**src/rtl/merger_pkg.sv**
```systemverilog
// Shared definitions for the merger tree: default word width, the terminator
// word appended after each run, and the fill sequencer state encoding.
package merger_pkg;

    localparam int DEFAULT_DATA_WIDTH = 32;

    localparam logic [DEFAULT_DATA_WIDTH-1:0] TERM_WORD = '0;

    typedef enum logic [1:0] {
        IDLE  = 2'd0,
        FILL  = 2'd1,
        DRAIN = 2'd2,
        DONE  = 2'd3
    } fill_state_e;

endpackage

```
**src/rtl/leaf_fill_scheduler_rr_arbiter.sv**
```systemverilog
// Round-robin arbiter: grants the first requester at or after the pointer,
// wrapping modulo N, and reports the grant both one-hot and as an index.
module rr_arbiter #(
    parameter int N     = 8,
    parameter int IDX_W = (N > 1) ? $clog2(N) : 1
) (
    input  logic [N-1:0]     req_i,
    input  logic [IDX_W-1:0] ptr_i,
    input  logic             en_i,
    output logic [N-1:0]     grant_o,
    output logic [IDX_W-1:0] idx_o,
    output logic             valid_o
);

    always_comb begin
        int cand;
        logic [IDX_W-1:0] candIdx;
        grant_o = '0;
        idx_o   = '0;
        valid_o = 1'b0;
        cand    = 0;
        candIdx = '0;
        if (en_i) begin
            for (int i = 0; i < N; i++) begin
                cand = int'(ptr_i) + i;
                if (cand >= N) begin
                    cand = cand - N;
                end
                candIdx = IDX_W'(cand);
                if (!valid_o && req_i[candIdx]) begin
                    valid_o          = 1'b1;
                    idx_o            = candIdx;
                    grant_o[candIdx] = 1'b1;
                end
            end
        end
    end

endmodule

```
**src/rtl/leaf_fill_scheduler.sv**
```systemverilog
// Streams LEAF_CNT sorted runs from a single-port run memory into the leaf
// FIFOs of the merger tree, appending TERM_CNT zero words after each run.
module leaf_fill_scheduler
    import merger_pkg::*;
#(
    parameter int LEAF_CNT   = 8,
    parameter int DATA_WIDTH = DEFAULT_DATA_WIDTH,
    parameter int LEN_SEQ    = 128,
    parameter int TERM_CNT   = 4,
    parameter int ADDR_WIDTH = $clog2(LEAF_CNT * LEN_SEQ)
) (
    input  logic                  i_clk,
    input  logic                  i_rst_n,
    input  logic                  i_start,
    output logic                  o_busy,
    output logic                  o_done,
    output logic                  o_mem_rd,
    output logic [ADDR_WIDTH-1:0] o_mem_addr,
    input  logic [DATA_WIDTH-1:0] i_mem_data,
    input  logic [LEAF_CNT-1:0]   i_fifo_full,
    output logic [LEAF_CNT-1:0]   o_fifo_write,
    output logic [DATA_WIDTH-1:0] o_fifo_data
);

    localparam int IDX_W = (LEAF_CNT > 1) ? $clog2(LEAF_CNT) : 1;
    localparam int OFF_W = $clog2(LEN_SEQ);
    localparam int CNT_W = $clog2(LEN_SEQ + TERM_CNT + 1);

    localparam logic [CNT_W-1:0] LEN_C    = CNT_W'(LEN_SEQ);
    localparam logic [CNT_W-1:0] FIN_C    = CNT_W'(LEN_SEQ + TERM_CNT);
    localparam logic [CNT_W-1:0] FIN_M1   = CNT_W'(LEN_SEQ + TERM_CNT - 1);
    localparam logic [IDX_W-1:0] LAST_IDX = IDX_W'(LEAF_CNT - 1);

    fill_state_e state_q, state_d;

    logic [CNT_W-1:0]    cnt_q [LEAF_CNT];
    logic [IDX_W-1:0]    ptr_q;
    logic [LEAF_CNT-1:0] prevGrant_q;
    logic [LEAF_CNT-1:0] fifoWrite_q;
    logic                rdPend_q;

    logic [LEAF_CNT-1:0] finished;
    logic [LEAF_CNT-1:0] eligible;
    logic [LEAF_CNT-1:0] doneAfter;
    logic [LEAF_CNT-1:0] grant;
    logic [IDX_W-1:0]    grantIdx;
    logic                grantValid;
    logic                grantEn;
    logic                grantRead;
    logic                startAccept;
    logic [CNT_W-1:0]    grantCnt;

    // A leaf granted last cycle is masked: its write has not landed, so its
    // full flag cannot yet be trusted.
    always_comb begin
        finished  = '0;
        eligible  = '0;
        doneAfter = '0;
        for (int k = 0; k < LEAF_CNT; k++) begin
            finished[k]  = (cnt_q[k] == FIN_C);
            eligible[k]  = !finished[k] && !i_fifo_full[k] && !prevGrant_q[k];
            doneAfter[k] = finished[k] || (grant[k] && (cnt_q[k] == FIN_M1));
        end
    end

    assign grantEn = (state_q == FILL);

    rr_arbiter #(
        .N     (LEAF_CNT),
        .IDX_W (IDX_W)
    ) u_arb (
        .req_i   (eligible),
        .ptr_i   (ptr_q),
        .en_i    (grantEn),
        .grant_o (grant),
        .idx_o   (grantIdx),
        .valid_o (grantValid)
    );

    assign grantCnt  = cnt_q[grantIdx];
    assign grantRead = grantValid && (grantCnt < LEN_C);

    always_comb begin
        state_d     = state_q;
        startAccept = 1'b0;
        case (state_q)
            IDLE: begin
                if (i_start) begin
                    state_d     = FILL;
                    startAccept = 1'b1;
                end
            end
            FILL: begin
                if (&doneAfter) begin
                    state_d = DRAIN;
                end
            end
            DRAIN:   state_d = DONE;
            DONE:    state_d = IDLE;
            default: state_d = IDLE;
        endcase
    end

    always_ff @(posedge i_clk) begin
        if (!i_rst_n) begin
            state_q <= IDLE;
        end else begin
            state_q <= state_d;
        end
    end

    always_ff @(posedge i_clk) begin
        if (!i_rst_n) begin
            ptr_q       <= '0;
            prevGrant_q <= '0;
            fifoWrite_q <= '0;
            rdPend_q    <= 1'b0;
            for (int k = 0; k < LEAF_CNT; k++) begin
                cnt_q[k] <= '0;
            end
        end else begin
            prevGrant_q <= grant;
            fifoWrite_q <= grant;
            rdPend_q    <= grantRead;
            if (startAccept) begin
                ptr_q <= '0;
                for (int k = 0; k < LEAF_CNT; k++) begin
                    cnt_q[k] <= '0;
                end
            end else if (grantValid) begin
                cnt_q[grantIdx] <= grantCnt + 1'b1;
                ptr_q           <= (grantIdx == LAST_IDX) ? '0 : grantIdx + 1'b1;
            end
        end
    end

    // Leaf base address is the leaf index concatenated above the word offset.
    assign o_mem_rd     = grantRead;
    assign o_mem_addr   = grantRead ? ADDR_WIDTH'({grantIdx, grantCnt[OFF_W-1:0]}) : '0;
    assign o_fifo_write = fifoWrite_q;
    assign o_fifo_data  = rdPend_q ? i_mem_data : DATA_WIDTH'(TERM_WORD);
    assign o_busy       = (state_q != IDLE);
    assign o_done       = (state_q == DONE);

endmodule
```
**config.mk**
```make
export PLATFORM = sky130hd
export DESIGN_NAME = leaf_fill_scheduler
export DESIGN_NICKNAME = d
export VERILOG_FILES = /design/src/rtl/merger_pkg.sv /design/src/rtl/leaf_fill_scheduler_rr_arbiter.sv /design/src/rtl/leaf_fill_scheduler.sv
export SDC_FILE = /design/constraint.sdc
export NUM_CORES = 1
export LEC_CHECK = 0
export ABC_AREA = 0
export ABC_CLOCK_PERIOD_IN_PS = 15700
export CAP_MARGIN = 20
export CORE_MARGIN = 4
export CORE_UTILIZATION = 55
export CTS_BUF_LIST = sky130_fd_sc_hd__clkbuf_8
export DETAILED_ROUTE_END_ITERATION = 10
export HOLD_SLACK_MARGIN = 0.05
export PLACE_DENSITY = 0.81
export SETUP_SLACK_MARGIN = 0.4
export SYNTH_ARGS = -nofsm -noshare
export SYNTH_HDL_FRONTEND = slang
export SYNTH_SLANG_ARGS = --single-unit
export TNS_END_PERCENT = 20
```
**constraint.sdc**
```tcl
create_clock -name i_clk -period 15.7 [get_ports i_clk]
set_input_delay 2.355 -clock i_clk [delete_from_list [all_inputs] [get_ports i_clk]]
set_output_delay 2.355 -clock i_clk [all_outputs]
set_load 0.02 [all_outputs]
```
Word-level counts from Yosys, hierarchy flattened
Memories as Yosys holds them, arrays and structs flattened.
Index checks and enable logic that the tools add are counted.
{ "word_totals": {"n_memories": 1, "in_bits": 43, "output_inout_bits": 53, "elab_cells": 286, "ram_bits": 64, "reg_bits": 14} }
{ "memory_table": {"columns": ["memory", "words", "word_bits", "rd", "rd_ports_with_merged_regs", "wr", "line_no", "rtl"], "rows": [
  ["cnt_q", 8, 8, 9, 0, 8, "leaf_fill_scheduler.sv:36", "logic [CNT_W-1:0] cnt_q [LEAF_CNT];"]
]} }
{ "classes": {"mux": 116, "bitwise": 16, "order_cmp": 25, "n_eq_ne": 22, "reduce_logical": 85, "n_addsub": 17} }
{ "ops": {"columns": ["cell", "count"], "rows": [
  ["$mux W8", 25],
  ["$eq A8 B8 Y1 const B", 16],
  ["$mux W3", 27],
  ["$or A8 B8 Y8", 7],
  ["$mux W1", 43],
  ["$logic_and A1 B1 Y1", 40],
  ["$lt A3 B4 Y1 const B", 8],
  ["$mux W32", 1],
  ["$logic_not A1 Y1", 31],
  ["$ge A4 B4 Y1 const B", 7],
  ["$bmux W1 S3", 8],
  ["$demux W1 S3", 8],
  ["$ge A3 B1 Y1 const B", 8],
  ["$sub A3 B1 Y3 const B", 8],
  ["$add A3 B3 Y4 const B", 4],
  ["$mux W10", 1],
  ["$add A3 B2 Y4 const B", 2],
  ["$add A8 B1 Y8 const B", 1],
  ["$logic_or A1 B1 Y1", 8],
  ["$lt A8 B8 Y1 const B", 1],
  ["$or A1 B1 Y1", 8],
  ["$pmux W2 S4", 1],
  ["$reduce_and A8 Y1", 1],
  ["$reduce_or A8 Y1", 1],
  ["14 further kinds", 16]
]} }

Logic depth before layout (Yosys ltp)
An unclocked memory read counts as a cell.
{ "logic_depth": {"word_depth": 43, "depth_mapped": 24, "mapped_depth_nobuf": 18} }

Hierarchy
From an unflattened synthesis, not the netlist that was laid out.
{ "hier_totals": {"hier_cells": 601, "area_unflattened_um2": 5915.7} }
{ "by_module_without_submodules": {"columns": ["mod", "instances", "cells_per_inst", "seq_area_each_um2", "area_each_um2"], "rows": [
  ["leaf_fill_scheduler", 1, 395, 2202.1, 4385.5],
  ["rr_arbiter", 1, 206, 0.0, 1530.2]
]} }

Least setup slack after synthesis
OpenSTA, ideal clock, no wires.
{ "synth_path": {"path_type": "in2out", "start": "input port i_fifo_full[2]", "end": "output port o_mem_addr[0]", "slack_ns": 7.353, "arrival_ns": 5.992, "required_ns": 13.345, "path_stages": 15, "path_buffers": 2, "path_cell_list": "nor2_1 > o31ai_1 > mux4_2 > mux2_2 > and4_1 > buf_4 > a2111oi_4 > o21ai_2 > nand2_1 > buf_2 > mux4_2 > nand2_1 > and2_1 > nand2_1 > a21oi_1"} }
{ "synth_via": {"elab_chain_cells": 39, "word_cells_on_any_way": 62, "cone_classes": "order compare (1); mux (42); reduce/logical (18); memory (1)"} }
{ "synth_lines": {"columns": ["element", "line_no", "rtl"], "rows": [
  ["start, declared", "leaf_fill_scheduler.sv:20", "input logic [LEAF_CNT-1:0] i_fifo_full,"],
  ["$logic_not A1 Y1 *", "leaf_fill_scheduler.sv:61", "eligible[k] = !finished[k] && !i_fifo_full[k] && !prevGrant_q[k];"],
  ["$logic_and A1 B1 Y1 * (2 in a row)", "leaf_fill_scheduler.sv:61", null],
  ["$bmux W1 S3", "leaf_fill_scheduler_rr_arbiter.sv:30", "if (!valid_o && req_i[candIdx]) begin"],
  ["$mux W1 (implied by the code)", "leaf_fill_scheduler_rr_arbiter.sv:30", null],
  ["$mux W1", "leaf_fill_scheduler_rr_arbiter.sv:30", null],
  ["$mux W1", "leaf_fill_scheduler_rr_arbiter.sv:23", "if (en_i) begin"],
  ["$logic_not A1 Y1", "leaf_fill_scheduler_rr_arbiter.sv:30", null],
  ["$logic_and A1 B1 Y1", "leaf_fill_scheduler_rr_arbiter.sv:30", null],
  ["[22 not listed]", null, null],
  ["$logic_not A1 Y1", "leaf_fill_scheduler_rr_arbiter.sv:30", null],
  ["$logic_and A1 B1 Y1", "leaf_fill_scheduler_rr_arbiter.sv:30", null],
  ["$mux W3", "leaf_fill_scheduler_rr_arbiter.sv:30", null],
  ["$mux W3", "leaf_fill_scheduler_rr_arbiter.sv:23", null],
  ["$mem_v2 Z8 W8", null, null],
  ["$lt A8 B8 Y1", "leaf_fill_scheduler.sv:81", "assign grantRead = grantValid && (grantCnt < LEN_C);"],
  ["$logic_and A1 B1 Y1", "leaf_fill_scheduler.sv:81", null],
  ["$mux W10 *", "leaf_fill_scheduler.sv:139", "assign o_mem_addr = grantRead ? ADDR_WIDTH'({grantIdx, grantCnt[OFF_W-1:0]}) : '0;"],
  ["end, declared", "leaf_fill_scheduler.sv:18", "output logic [ADDR_WIDTH-1:0] o_mem_addr,"]
]} }
Mark *: on every way between the ends. The rest lies on a longest branch, timed or not. The select of a mux whose other input is x is not followed.

Worst setup path in the final report
{ "layout_path": {"start": "input port i_fifo_full[6]", "end": "output port o_mem_addr[0]"} }
The elaborated chain is that of the path after synthesis.

==> summary.md <==
| Metric | Value |
|---|---|
| Critical R2R Capture | cnt_q[2][6]$_SDFFCE_PN0P_ |
| Main synth FF type | edfxtp_1 |
| Register area share after synthesis | 35.9% |
| Vias in the first global route | 5,920 |
| Antenna diode count | 0 |
| Switching fraction of total power | 50.4% |
| Cell variety after synth | 75 |
| Synth area leader | edfxtp_1 |
| DR pass1 iterations | 7 |
| CTS Hold Bufs | 0 |
| Final weighted congestion in routability-driven placement | 0.950 |
| Worst vdd ir | 0.120 mV |
| Initial DRC Count | 980 |
| Reg area | 0.00220 mm² |
| Synth top area share | 31.3% |
| Clock latency on the worst-skew pair | 360 ps |
| Share of post-route cells with drive strength above 1 | 8.63% |
| Initial core utilization | 56.4% |
| Area after DPL | 0.00714 mm² |
| Global-route wire length before repair | 32.5 mm |
| Setup Skew | 9.16 ps |
| Post-Syn Area | 0.00614 mm² |
| Main area contributors after synthesis | edfxtp_1 (31%), nor2_1 (6.7%), mux4_2 (6.6%) |
| Die W | 114 µm |
| Most numerous cell in the Yosys netlist | nor2_1 |
| Syn avg cell area | 9.10 µm² |
| Worst Setup End Kind | output port |
| Cts repair resizes | 0 |
| Reg-to-Reg Start | cnt_q[1][4]$_SDFFCE_PN0P_ |
| CTS tree | built |
| Total grt overflow | 0 |
| Final nets | 804 |
| Final Max Slew Viols | 0 |
| R2R cell count | 17 |
| Sequential share of power | 27.0% |
| Drt total wl | 21.2 mm |
| Core area | 0.0109 mm² |
| Final HPWL DP | 16.3 mm |
| Clk sinks | 78 |
| Die ar. | 0.0129 mm² |
| Setup violations, final | 0 |
| Peak Freq | 0.0950 GHz |
| Largest net degree at the start of global routing | 34 |
| Clock network power share | 11.5% |
| Pint | 589 µW |
| Crit. Startpoint | i_fifo_full[6] |
| Worst Tran Pin Value | 1110 ps |
| Cell Rows | 38 |
| CTS buffer count | 9 |
| # DRC | 0 |
| RSZ-0062 raised after global routing | false |
| H-Tree Depth | 3 |
| Area of the multi-input gates | 0.00372 mm² |
| Synth cell count leaders | nor2_1 (110), edfxtp_1 (64), nand2_1 (61), and2_1 (40), o211ai_1 (32) |
| Number of nets with antenna violations after routing | 0 |
| Post-CTS setup buffer count | 0 |
| Clk slew on worst S/H paths | 80 ps |
| Comb power frac | 61.6% |
| Net Sw Power | 599 µW |
| P_leak | 0.00257 µW |
| Crit path time final | 10,530 ps |
| WS Path Type | input port to output port |
| Flops & latches, synth | 78 |
| Ys async rst share | 0% |
| Syn Nets | 731 |
| IO Port Bufs | 95 |
| Total track usage | 32.3% |
| CTS root buffer | clkbuf_8 |
| Clk buf depth | 2 |
| Share of the clock period used by the worst path | 67.1% |
| PD cells | 162 mW/mm² |
| I/O Pins | 96 |
| Crit path max fanout | 17 |
| Area grow syn2layout | 19.3% |
| Via/cell ratio | 6.89 |
| Reg2reg setup slack | 8100 ps |
| Crit path to | o_mem_addr[0] |
| Final Hold Viols | 0 |
| Worst min path class | flop to flop |
| DR vias | 6,150 |
| CP arrival | 8180 ps |
| Fillers | 878 |
| Routed len/inst | 23.8 µm |
| Initial antenna violation count | 0 |
| Synth Warn # | 0 |
| Slew Limit Headroom | 25.9% |
| Critical Path Source Type | input port |
| Post-Syn Instances | 675 |
| Max Cap Violations | 0 |
| Post-synth EDFFs | 64 |
| Die Ht | 114 µm |
| Critical Path RT | 13,350 ps |
| Post-route cell area | 0.00733 mm² |
| TNS Setup | 0 ps |
| Outcome | finished clean |
[flip-flops by register name, summed over array words and instances (netlist names)]
| signal | flops |
|---|---|
| o_fifo_write | 8 |
| ptr_q | 3 |
| cnt_q | 64 |
| rdPend_q | 1 |
| state_q | 2 |
[worst max-delay path, cell delays in order]
cell,delay (ps)
clkdlybuf4s50_1,480
nor2_1,80
o31a_1,140
mux4_2,490
a222oi_1,960
o211a_1,290
a21boi_1,880
nor2_2,170
nand2_1,390
mux4_2,550
nand2_1,90
and2_1,220
nand2_1,210
a21oi_1,220
clkdlybuf4s50_1,630
[cell type report]
| type | count | area share (%) |
|---|---|---|
| tap | 140 | 2.39 |
| multi-input combinational | 544 | 50.8 |
| sequential | 78 | 30.1 |
| clock inverter | 7 | 0.666 |
| clock buffer | 9 | 1.69 |
| timing repair buffer | 101 | 13.7 |
| inverter | 14 | 0.734 |
[worst min path at each step]
stage / from / endpoint / slack (ps) / cells past startpoint
after floorplan: state_q[1]$_SDFFE_PN0P_ / state_q[1]$_SDFFE_PN0P_ / 470 / 2
after global placement: state_q[1]$_SDFFE_PN0P_ / state_q[1]$_SDFFE_PN0P_ / 480 / 2
after detailed placement: state_q[1]$_SDFFE_PN0P_ / state_q[1]$_SDFFE_PN0P_ / 510 / 2
after CTS: state_q[1]$_SDFFE_PN0P_ / state_q[1]$_SDFFE_PN0P_ / 520 / 2
after global routing: state_q[1]$_SDFFE_PN0P_ / state_q[1]$_SDFFE_PN0P_ / 540 / 2
final: state_q[1]$_SDFFE_PN0P_ / state_q[1]$_SDFFE_PN0P_ / 520 / 2
[cells by family (layout without fill, tap and decap cells)]
family,after synthesis,after routing,synth area share [%]
and+or+nand+nor,313,313,25.3
AOI/OAI and AO/OA,170,170,21.0
DFF,78,78,35.9
buffers and inverters,53,131,3.69
muxes,39,39,10.1
adders and majority gates,13,13,2.65
xor gates and xnor gates,9,9,1.41
[power by group through the flow]
| stage | registers, µW | clock network, µW | logic (µW) |
|---|---|---|---|
| finish | 320 | 137 | 731 |
| global route | 323 | 145 | 778 |
| CTS | 317 | 136 | 708 |
| detailed placement | 322 | 0 | 704 |
| global placement | 319 | 0 | 695 |
| floorplan | 301 | 0 | 501 |
[per-stage QoR]
step,util (%),std cells,hold slack (ps),total power (µW),setup WS (ps)
after global routing,67.3,893,540,1250,4860
after CTS,67.2,892,520,1160,5300
final,67.3,893,524,1190,5170
after detailed placement,65.6,876,508,1030,5330
after floorplan,-,675,468,802,7350
after global placement,65.6,876,478,1010,5520
[layout by cell type (no fill, tap or decap), types with 13 or more instances in the layout]
master / count
clkdlybuf4s50_1: 95
nor3_1: 24
o211ai_1: 32
nor2_1: 110
nand3_1: 25
and2_1: 40
nand2_1: 61
ha_1: 13
mux2i_1: 18
edfxtp_1: 64
o21ai_0: 29
dfxtp_1: 14
mux4_2: 18
[metal layers]
metal | vias up | routed length (µm) | track usage, %
li1 | 2731 | - | -
met1 | 2905 | 7940 | 40.3
met2 | 431 | 10500 | 54.8
met3 | 83 | 1770 | 4.46
met4 | 0 | 1030 | 16.0
met5 | - | 0 | 0
(Power assumes the default switching activity.)
